<file path="src/rtl/fpadd_sched_pkg.sv">
// Shared types and constants for the FP32 adder round-robin scheduler.
package fpadd_sched_pkg;

  localparam int unsigned FP32_W          = 32;
  localparam int unsigned DEFAULT_LATENCY = 2;
  // Wide enough for the largest supported requester count (8).
  localparam int unsigned MAX_TAG_W       = 3;

  typedef enum logic [1:0] {
    IDLE,
    BUSY,
    DONE
  } slot_state_t;

  typedef struct packed {
    logic                 valid;
    logic [MAX_TAG_W-1:0] tag;
  } tag_entry_t;

endpackage

</file>
<file path="src/rtl/fpadd_rr_scheduler_arbiter.sv">
// Combinational round-robin arbiter.
// Ports: eligible (request vector), last_grant (previous winner);
//        grant (one-hot), grant_idx (winner index), any_grant.
module rr_arbiter #(
  parameter int unsigned N     = 4,
  parameter int unsigned IDX_W = (N > 1) ? $clog2(N) : 1
) (
  input  logic [N-1:0]     eligible,
  input  logic [IDX_W-1:0] last_grant,
  output logic [N-1:0]     grant,
  output logic [IDX_W-1:0] grant_idx,
  output logic             any_grant
);

  logic [IDX_W-1:0] idx;

  always_comb begin
    grant     = '0;
    grant_idx = '0;
    any_grant = 1'b0;
    idx       = '0;
    // Search starts one past the previous winner and wraps.
    for (int unsigned k = 1; k <= N; k++) begin
      idx = IDX_W'((32'(last_grant) + k) % N);
      if (!any_grant && eligible[idx]) begin
        grant[idx] = 1'b1;
        grant_idx  = idx;
        any_grant  = 1'b1;
      end
    end
  end

endmodule

</file>
<file path="src/rtl/fpadd_rr_scheduler.sv">
// Shares one fixed-latency FP32 adder among N_REQ requesters.
// Ports: req_* (operand requests), resp_* (buffered results),
//        add_a/add_b/add_result (adder datapath), inflight (issued, not captured).
module fpadd_rr_scheduler
  import fpadd_sched_pkg::*;
#(
  parameter int unsigned N_REQ   = 4,
  parameter int unsigned LATENCY = DEFAULT_LATENCY,
  parameter int unsigned TAG_W   = $clog2(N_REQ)
) (
  input  logic                      clk,
  input  logic                      reset,
  input  logic [N_REQ-1:0]          req_valid,
  output logic [N_REQ-1:0]          req_ready,
  input  logic [FP32_W*N_REQ-1:0]   req_a,
  input  logic [FP32_W*N_REQ-1:0]   req_b,
  output logic [N_REQ-1:0]          resp_valid,
  input  logic [N_REQ-1:0]          resp_ready,
  output logic [FP32_W*N_REQ-1:0]   resp_data,
  output logic [FP32_W-1:0]         add_a,
  output logic [FP32_W-1:0]         add_b,
  input  logic [FP32_W-1:0]         add_result,
  output logic [TAG_W:0]            inflight
);

  slot_state_t              slot_q [N_REQ];
  slot_state_t              slot_d [N_REQ];
  tag_entry_t               pipe_q [LATENCY];
  logic [TAG_W-1:0]         last_grant_q;
  logic [N_REQ-1:0]         eligible;
  logic [N_REQ-1:0]         grant;
  logic [TAG_W-1:0]         grant_idx;
  logic                     any_grant;
  logic [N_REQ-1:0]         capture;
  logic [FP32_W*N_REQ-1:0]  resp_data_q;
  logic [TAG_W:0]           inflight_q;

  // Gating with reset keeps req_ready and the adder operands at zero during reset.
  always_comb begin
    eligible = '0;
    for (int unsigned i = 0; i < N_REQ; i++) begin
      eligible[i] = req_valid[i] && (slot_q[i] == IDLE) && !reset;
    end
  end

  rr_arbiter #(
    .N     (N_REQ),
    .IDX_W (TAG_W)
  ) u_arb (
    .eligible   (eligible),
    .last_grant (last_grant_q),
    .grant      (grant),
    .grant_idx  (grant_idx),
    .any_grant  (any_grant)
  );

  always_comb begin
    add_a = '0;
    add_b = '0;
    for (int unsigned i = 0; i < N_REQ; i++) begin
      if (grant[i]) begin
        add_a = req_a[i*FP32_W +: FP32_W];
        add_b = req_b[i*FP32_W +: FP32_W];
      end
    end
  end

  always_comb begin
    capture = '0;
    for (int unsigned i = 0; i < N_REQ; i++) begin
      capture[i] = pipe_q[LATENCY-1].valid && (pipe_q[LATENCY-1].tag == MAX_TAG_W'(i));
    end
  end

  always_comb begin
    for (int unsigned i = 0; i < N_REQ; i++) begin
      slot_d[i] = slot_q[i];
      unique case (slot_q[i])
        IDLE:    if (grant[i])      slot_d[i] = BUSY;
        BUSY:    if (capture[i])    slot_d[i] = DONE;
        DONE:    if (resp_ready[i]) slot_d[i] = IDLE;
        default: slot_d[i] = IDLE;
      endcase
    end
  end

  always_comb begin
    resp_valid = '0;
    for (int unsigned i = 0; i < N_REQ; i++) begin
      resp_valid[i] = (slot_q[i] == DONE);
    end
  end

  always_ff @(posedge clk) begin
    if (reset) begin
      for (int unsigned i = 0; i < N_REQ; i++) slot_q[i] <= IDLE;
      for (int unsigned s = 0; s < LATENCY; s++) pipe_q[s] <= '0;
      last_grant_q <= TAG_W'(N_REQ - 1);
      resp_data_q  <= '0;
      inflight_q   <= '0;
    end else begin
      for (int unsigned i = 0; i < N_REQ; i++) slot_q[i] <= slot_d[i];
      pipe_q[0] <= '{valid: any_grant, tag: MAX_TAG_W'(grant_idx)};
      for (int unsigned s = 1; s < LATENCY; s++) pipe_q[s] <= pipe_q[s-1];
      if (any_grant) last_grant_q <= grant_idx;
      for (int unsigned i = 0; i < N_REQ; i++) begin
        if (capture[i]) resp_data_q[i*FP32_W +: FP32_W] <= add_result;
      end
      inflight_q <= inflight_q + (TAG_W+1)'(any_grant) - (TAG_W+1)'(|capture);
    end
  end

  assign req_ready = grant;
  assign resp_data = resp_data_q;
  assign inflight  = inflight_q;

endmodule

</file>
<file path="config.mk">
export PLATFORM = sky130hd
export DESIGN_NAME = fpadd_rr_scheduler
export DESIGN_NICKNAME = d
export VERILOG_FILES = /design/src/rtl/fpadd_sched_pkg.sv /design/src/rtl/fpadd_rr_scheduler_arbiter.sv /design/src/rtl/fpadd_rr_scheduler.sv
export SDC_FILE = /design/constraint.sdc
export NUM_CORES = 1
export LEC_CHECK = 0
export BUFFER_PORTS_ARGS = -buffer_cell sky130_fd_sc_hd__buf_2
export CORE_AREA = 10 10 186 188
export DETAILED_ROUTE_END_ITERATION = 8
export DIE_AREA = 0 0 196 198
export GPL_TIMING_DRIVEN = 1
export PLACE_DENSITY_LB_ADDON = 0.1
export SLEW_MARGIN = 20
export SYNTH_ARGS = -nofsm -noshare
export SYNTH_HDL_FRONTEND = slang
export SYNTH_HIERARCHICAL = 1
export SYNTH_SLANG_ARGS = --single-unit
</file>
<file path="constraint.sdc">
create_clock -name clk -period 5.5 [get_ports clk]
set_clock_uncertainty 0.15 [all_clocks]
set_input_delay 1.1 -clock clk [delete_from_list [all_inputs] [get_ports clk]]
set_output_delay 1.1 -clock clk [all_outputs]
set_load 0.1 [all_outputs]
</file>
==> results of run 1 <==
worst paths after layout:
path,startpoint,endpoint,slack (ns),depth (start not counted)
setup / recovery,last_grant_q[1]$_SDFFE_PP1P_,add_b[21],0.39,10
hold / removal,pipe_q[0][1]$_SDFF_PP0_,pipe_q[0][5]$_SDFF_PP0_,0.29,1
setup reg to reg,last_grant_q[1]$_SDFFE_PP1P_,slot_q[3][0]$_SDFFE_PP0P_,2.58,7
hold reg to reg,pipe_q[0][1]$_SDFF_PP0_,pipe_q[0][5]$_SDFF_PP0_,0.29,1
metal layers:
metal	part of all wire	up-vias	routed length (um)	global-route usage
met5	0.0019	-	77	0
met4	0.015	10	596	0.0554
met3	0.085	39	3460	0.0761
met2	0.52	353	21200	0.351
met1	0.38	4076	15300	0.211
li1	-	4215	-	-
flip-flops by register name, indices dropped and copies added (netlist names):
name / flops
resp_data: 128
last_grant_q: 2
inflight: 3
pipe_q: 6
slot_q: 8
critical path, cell delays in order (launching register included):
cell      delay (ns)
dfxtp_1         0.56
inv_1           0.25
ha_1            0.58
mux2i_4         0.38
o21ai_1         0.12
a221o_4         0.41
nand2b_2        0.26
buf_12          0.18
o22ai_1         0.42
a21oi_4         0.06
buf_12          0.19
kinds of logic after synthesis:
family                   Yosys count  synth area share
AO/OA/AOI/OAI                    352             0.299
AND/OR/NAND/NOR                  325             0.191
flip-flops                       147             0.410
buffers and inverters             92            0.0685
adder cells (fa/ha/maj)           11            0.0202
multiplexers                       4           0.00907
XOR/XNOR                           2           0.00244
area by class of cell:
| cell class | instances | area, um2 |
|---|---|---|
| fill | 3271 | 18700 |
| multi-input combinational | 694 | 4560 |
| timing repair buffer | 524 | 3770 |
| sequential | 147 | 2940 |
| tap | 402 | 503 |
| clock buffer | 17 | 425 |
| clock inverter | 14 | 144 |
| inverter | 9 | 33.8 |
| antenna | 9 | 22.5 |
cells in the final DEF (no fill, tap or decap), drive strengths merged, types with 2 or more instances in the layout:
master	count
or3b	2
a221o	4
dfxtp	147
nor4b	4
a31oi	2
buf	524
a211oi	2
a2111oi	4
nand2b	6
ha	10
clkinv	2
nor3b	2
nor2b	14
and3b	2
a21boi	2
a211o	2
o21ai	7
nand2	269
clkbuf	17
a221oi	3
o22ai	64
clkinvlp	4
nor2	14
a21oi	197
mux2i	3
nand3	2
diode	9
inv	16
a22oi	63
nand3b	7
through the flow:
stage / setup TNS [ns] / std cells / area [um2] / util / hold slack (ns)
after floorplan: -0.136 / 933 / 8040 / - / 0.264
after global placement: 0 / 1776 / 11800 / 0.380 / 0.266
after detailed placement: 0 / 1776 / 11800 / 0.380 / 0.274
after CTS: 0 / 1807 / 12400 / 0.398 / 0.287
after global routing: 0 / 1815 / 12400 / 0.399 / 0.311
final: 0 / 1816 / 12400 / 0.399 / 0.286
==> summary.md, run 1 <==
| Metric | Value |
|---|---|
| Status | `finished, final reports clean` |
| Residual DRC | `0` |
| Initial antenna violation count | `15` |
| Fmax | `roughly 0.2 GHz` |
| GP Congestion | `between 0.8 and 0.9` |
| Detailed Route WL | `40.6 mm` |
| TritonCTS clock tree | `yes` |
| Net Count, Synth | `~1200` |
| Cts-stage hold buffer count | `0` |
| Worst Path Max Fanout | `27` |
| Detail Placement HPWL | `32.1 mm` |
| Vias in the first global route | `between 8000 and 9000` |
| Root buf cell | `clkbuf_16` |
| DR iter-0 viols | `519` |
| Num CTS Buffers | `17` |
| H-tree depth | `4` |
| Global-route wire length before repair | `58.1 mm` |
| Fin. max-slew vios | `0` |
| Post-synth top area share | `0.410` |
| Setup violators final | `0` |
| WP data arrival | `just under 4 ns` |
| Share of layout cells above drive strength 1 | `0.459` |
| Drt via density | `~4.8` |
| # nets final | `~1700` |
| WS Path Type | `flip-flop to primary output` |
| Pre-CTS WS | `about 0.39 ns` |
| PortBufs | `500` |
| CTS clk-pin slew, worst paths | `around 0.06 ns` |
| Library cells used by synthesis | `50` |
| Final hold viol count | `0` |
| Clk buf depth | `2` |
| Routed len/inst | `approximately 22 um` |
| Area delta synth->final | `72.8%` |
| Synth Instances | `933` |
| Detail Route Antenna Nets | `0` |
| FFs w/ async S/R, synth | `0` |
| DRT Pass-1 Iters | `5` |
| Die ar. | `approximately 0.039 mm2` |
| GRT overflow | `0` |
| Top FF cell, synth | `dfxtp_1` |
| Fin crit share | `0.929` |
| Number of synthesized flops with an enable pin | `0` |
| Vias | `8693` |
| Clock period minus final worst setup slack | `slightly above 5 ns` |
| Syn Area/Cell | `roughly 7.7 um2` |
| Yosys top cell by area | `dfxtp_1` |
| Syn. warnings | `6` |
| Max-cap viol count | `0` |
| Fin worst setup slack | `between 0.3 and 0.4 ns` |
| Die W | `approximately 200 um` |
| Ports | `501` |
| Row Count | `65` |
| Setup crit end kind | `primary output` |
| Post-CTS Setup Inserts | `0` |
| CP startpoint kind | `flip-flop` |
| Total core area | `between 0.03 and 0.04 mm2` |
| RSZ-0062 raised after global routing | `false` |
| Die Ht | `between 150 and 200 um` |
| Total GRT Usage | `0.197` |
| Synth Register Bits | `around 150` |
| CTS resizes | `0` |
| Mapped Area | `slightly above 0.007 mm2` |
| Post-synthesis sequential area ratio | `0.410` |
| HP Class | `flip-flop to flip-flop` |
| # clock sinks | `between 100 and 150` |
| Top cells by area, synth | `dfxtp_1 (41%), nand2_1 (14%), a21oi_1 (14%)` |
| Worst-Margin Slew | `slightly below 1 ns` |
| Most instantiated cells after synthesis | `nand2_1 (269), a21oi_1 (196), dfxtp_1 (147), a22oi_1 (63), o22ai_1 (63)` |
| Most instantiated library cell after synthesis | `nand2_1` |
| Required @ worst endpoint | `approximately 4.3 ns` |
| Starting density of the core | `0.231` |
| Tightest slew margin relative to the limit | `0.354` |
| Largest net degree at the start of global routing | `~90` |
| Clock insertion delay at the later pin of the skew report | `around 0.42 ns` |
Power of run 1 is not shown: default switching activity piles up to over one toggle a cycle in this logic, so the estimate is an artifact.
==> inputs of run 2 (changes only) <==
CORE_AREA = 2 2 194 196   (was 10 10 186 188)
CTS_CLUSTER_SIZE = 30   (was not set)
GPL_ROUTABILITY_DRIVEN = 0   (was not set)
==> run 2 against run 1 <==
  * Global-route usage fell by 0.18 points
  * Clock-buffer cell count grew 4
  * Core utilization down 6.2 points
  * Largest cell class unchanged
  * Sequential share of layout area is 0.14 points lower
  * Final cell count rose by 3.6%
  * Wire length fell by 3.7%
  * Final area is 0.61% higher
  * Die area stayed put
  * Via count fell by 0.44%
  * Fmax is 0.72% lower
  * Non-clock buffer count decreased by 4
==> summary.md, run 2 (synthesized netlist as in run 1, its figures left out) <==
| Metric | Value |
|---|---|
| Multi-input logic area | `between 0.004 and 0.005 mm2` |
| Fin crit share | `0.936` |
| # clock sinks | `approximately 150` |
| Routed len/inst | `about 21 um` |
| DR iter-0 viols | `approximately 320` |
| Setup crit end kind | `primary output` |
| FF/Latch Area | `0.00294 mm2` |
| Fillers | `approximately 4000` |
| Clock insertion delay at the later pin of the skew report | `0.43 ns` |
| Final TNS setup | `0 ns` |
| WP data arrival | `3.90 ns` |
| Global-route wire length before repair | `between 50 and 60 mm` |
| FF-to-FF path depth | `9` |
| Max-cap viol count | `0` |
| Die Ht | `around 200 um` |
| Fin. max-slew vios | `0` |
| H-tree depth | `4` |
| Most frequent cells in the layout | `buf_2 (434), nand2_1 (269), dfxtp_1 (147)` |
| Worst Hold End | `pipe_q[0][4]$_SDFF_PP0_` |
| TritonCTS clock tree | `yes` |
| Required @ worst endpoint | `between 4 and 5 ns` |
| Ports | `approximately 500` |
| Largest register FFs | `128` |
| Num CTS Buffers | `17` |
| Final hold viol count | `0` |
| CP startpoint kind | `flip-flop` |
| Share of layout cells above drive strength 1 | `0.458` |
| CTS resizes | `0` |
| Root buf cell | `clkbuf_16` |
| Commonest non-fill, non-tap cell in the layout | `buf_2` |
| Drt via density | `around 4.6` |
| Detail Route Antenna Nets | `0` |
| Flop2flop setup slack | `around 2.3 ns` |
| # nets final | `roughly 1700` |
| Die W | `just under 200 um` |
| Setup violators final | `0` |
| Initial antenna violation count | `9` |
| Clk buf depth | `2` |
| Largest net degree at the start of global routing | `95` |
| Fmax | `just under 0.2 GHz` |
| Area delta synth->final | `73.8%` |
| End of the worst register-to-register path | `slot_q[1][0]$_SDFFE_PP0P_` |
| DRT Pass-1 Iters | `5` |
| Total core area | `approximately 0.037 mm2` |
| Starting density of the core | `0.194` |
| Die ar. | `between 0.03 and 0.04 mm2` |
| WS Path Type | `flip-flop to primary output` |
| Status | `finished, final reports clean` |
| Tightest slew margin relative to the limit | `0.286` |
| GRT overflow | `0` |
| CTS clk-pin slew, worst paths | `around 0.060 ns` |
| RSZ-0062 raised after global routing | `false` |
| Worst hold slack | `between 0.2 and 0.3 ns` |
| Worst-Margin Slew | `around 1.1 ns` |
| Residual DRC | `0` |
| RR Startpoint | `last_grant_q[1]$_SDFFE_PP1P_` |
| Detailed Route WL | `about 39 mm` |
| Cts-stage hold buffer count | `0` |
| HP Class | `flip-flop to flip-flop` |
| Row Count | `a little over 70` |
| Total GRT Usage | `0.195` |
| Hold path start | `pipe_q[0][0]$_SDFF_PP0_` |
| PortBufs | `500` |
| Worst Hold Depth | `1` |
| Vias in the first global route | `roughly 8600` |
| Clock period minus final worst setup slack | `roughly 5.1 ns` |
| Vias | `slightly below 9000` |
| Worst Path Max Fanout | `34` |
| Post-CTS Setup Inserts | `0` |
| Detail Placement HPWL | `approximately 30 mm` |
## run 2: worst max-delay path, cell delays in order (launching register included)
cell and delay (ns):
dfxtp_1 0.59, inv_1 0.26, ha_1 0.59, mux2i_4 0.39, o21ai_1 0.15, a221o_4 0.37, nor2b_4 0.16, buf_12 0.16
a22oi_1 0.46, a21oi_4 0.12, buf_12 0.19
## run 2: worst max-delay path by stage
stage | from | end | slack (ns) | depth (start not counted)
after detailed placement | reset | add_b[18] | 0.33 | 12
after floorplan | reset | add_a[30] | -0.14 | 13
after global routing | reset | add_a[0] | 0.15 | 13
after CTS | last_grant_q[1]$_SDFFE_PP1P_ | add_b[18] | 0.30 | 10
final | last_grant_q[1]$_SDFFE_PP1P_ | add_b[18] | 0.35 | 10
after global placement | reset | add_b[18] | 0.34 | 12
## run 2: area by class of cell
cell class	count	area share
sequential	147	0.236
inverter	9	0.00271
clock buffer	21	0.0385
tap	474	0.0475
multi-input combinational	694	0.366
antenna	7	0.00140
clock inverter	9	0.0103
timing repair buffer	520	0.298
## run 2: routing by layer
metal	part of all wire	vias to the layer above	wire [um]	global-route usage
met3	0.084	43	3290	0.0720
met1	0.37	4082	14400	0.209
met2	0.52	319	20300	0.349
met5	0.00069	-	27	0
met4	0.028	4	1100	0.0730
li1	-	4207	-	-
## run 2: stage by stage
stage | area, um2 | utilization | setup slack, ns | instances
final | 12500 | 0.338 | 0.351 | 1881
after global placement | 11800 | 0.321 | 0.345 | 1844
after CTS | 12500 | 0.337 | 0.303 | 1874
after floorplan | 8040 | - | -0.135 | 933
after detailed placement | 11800 | 0.321 | 0.329 | 1844
after global routing | 12500 | 0.337 | 0.148 | 1877
Power of run 2 is left out for the same reason.
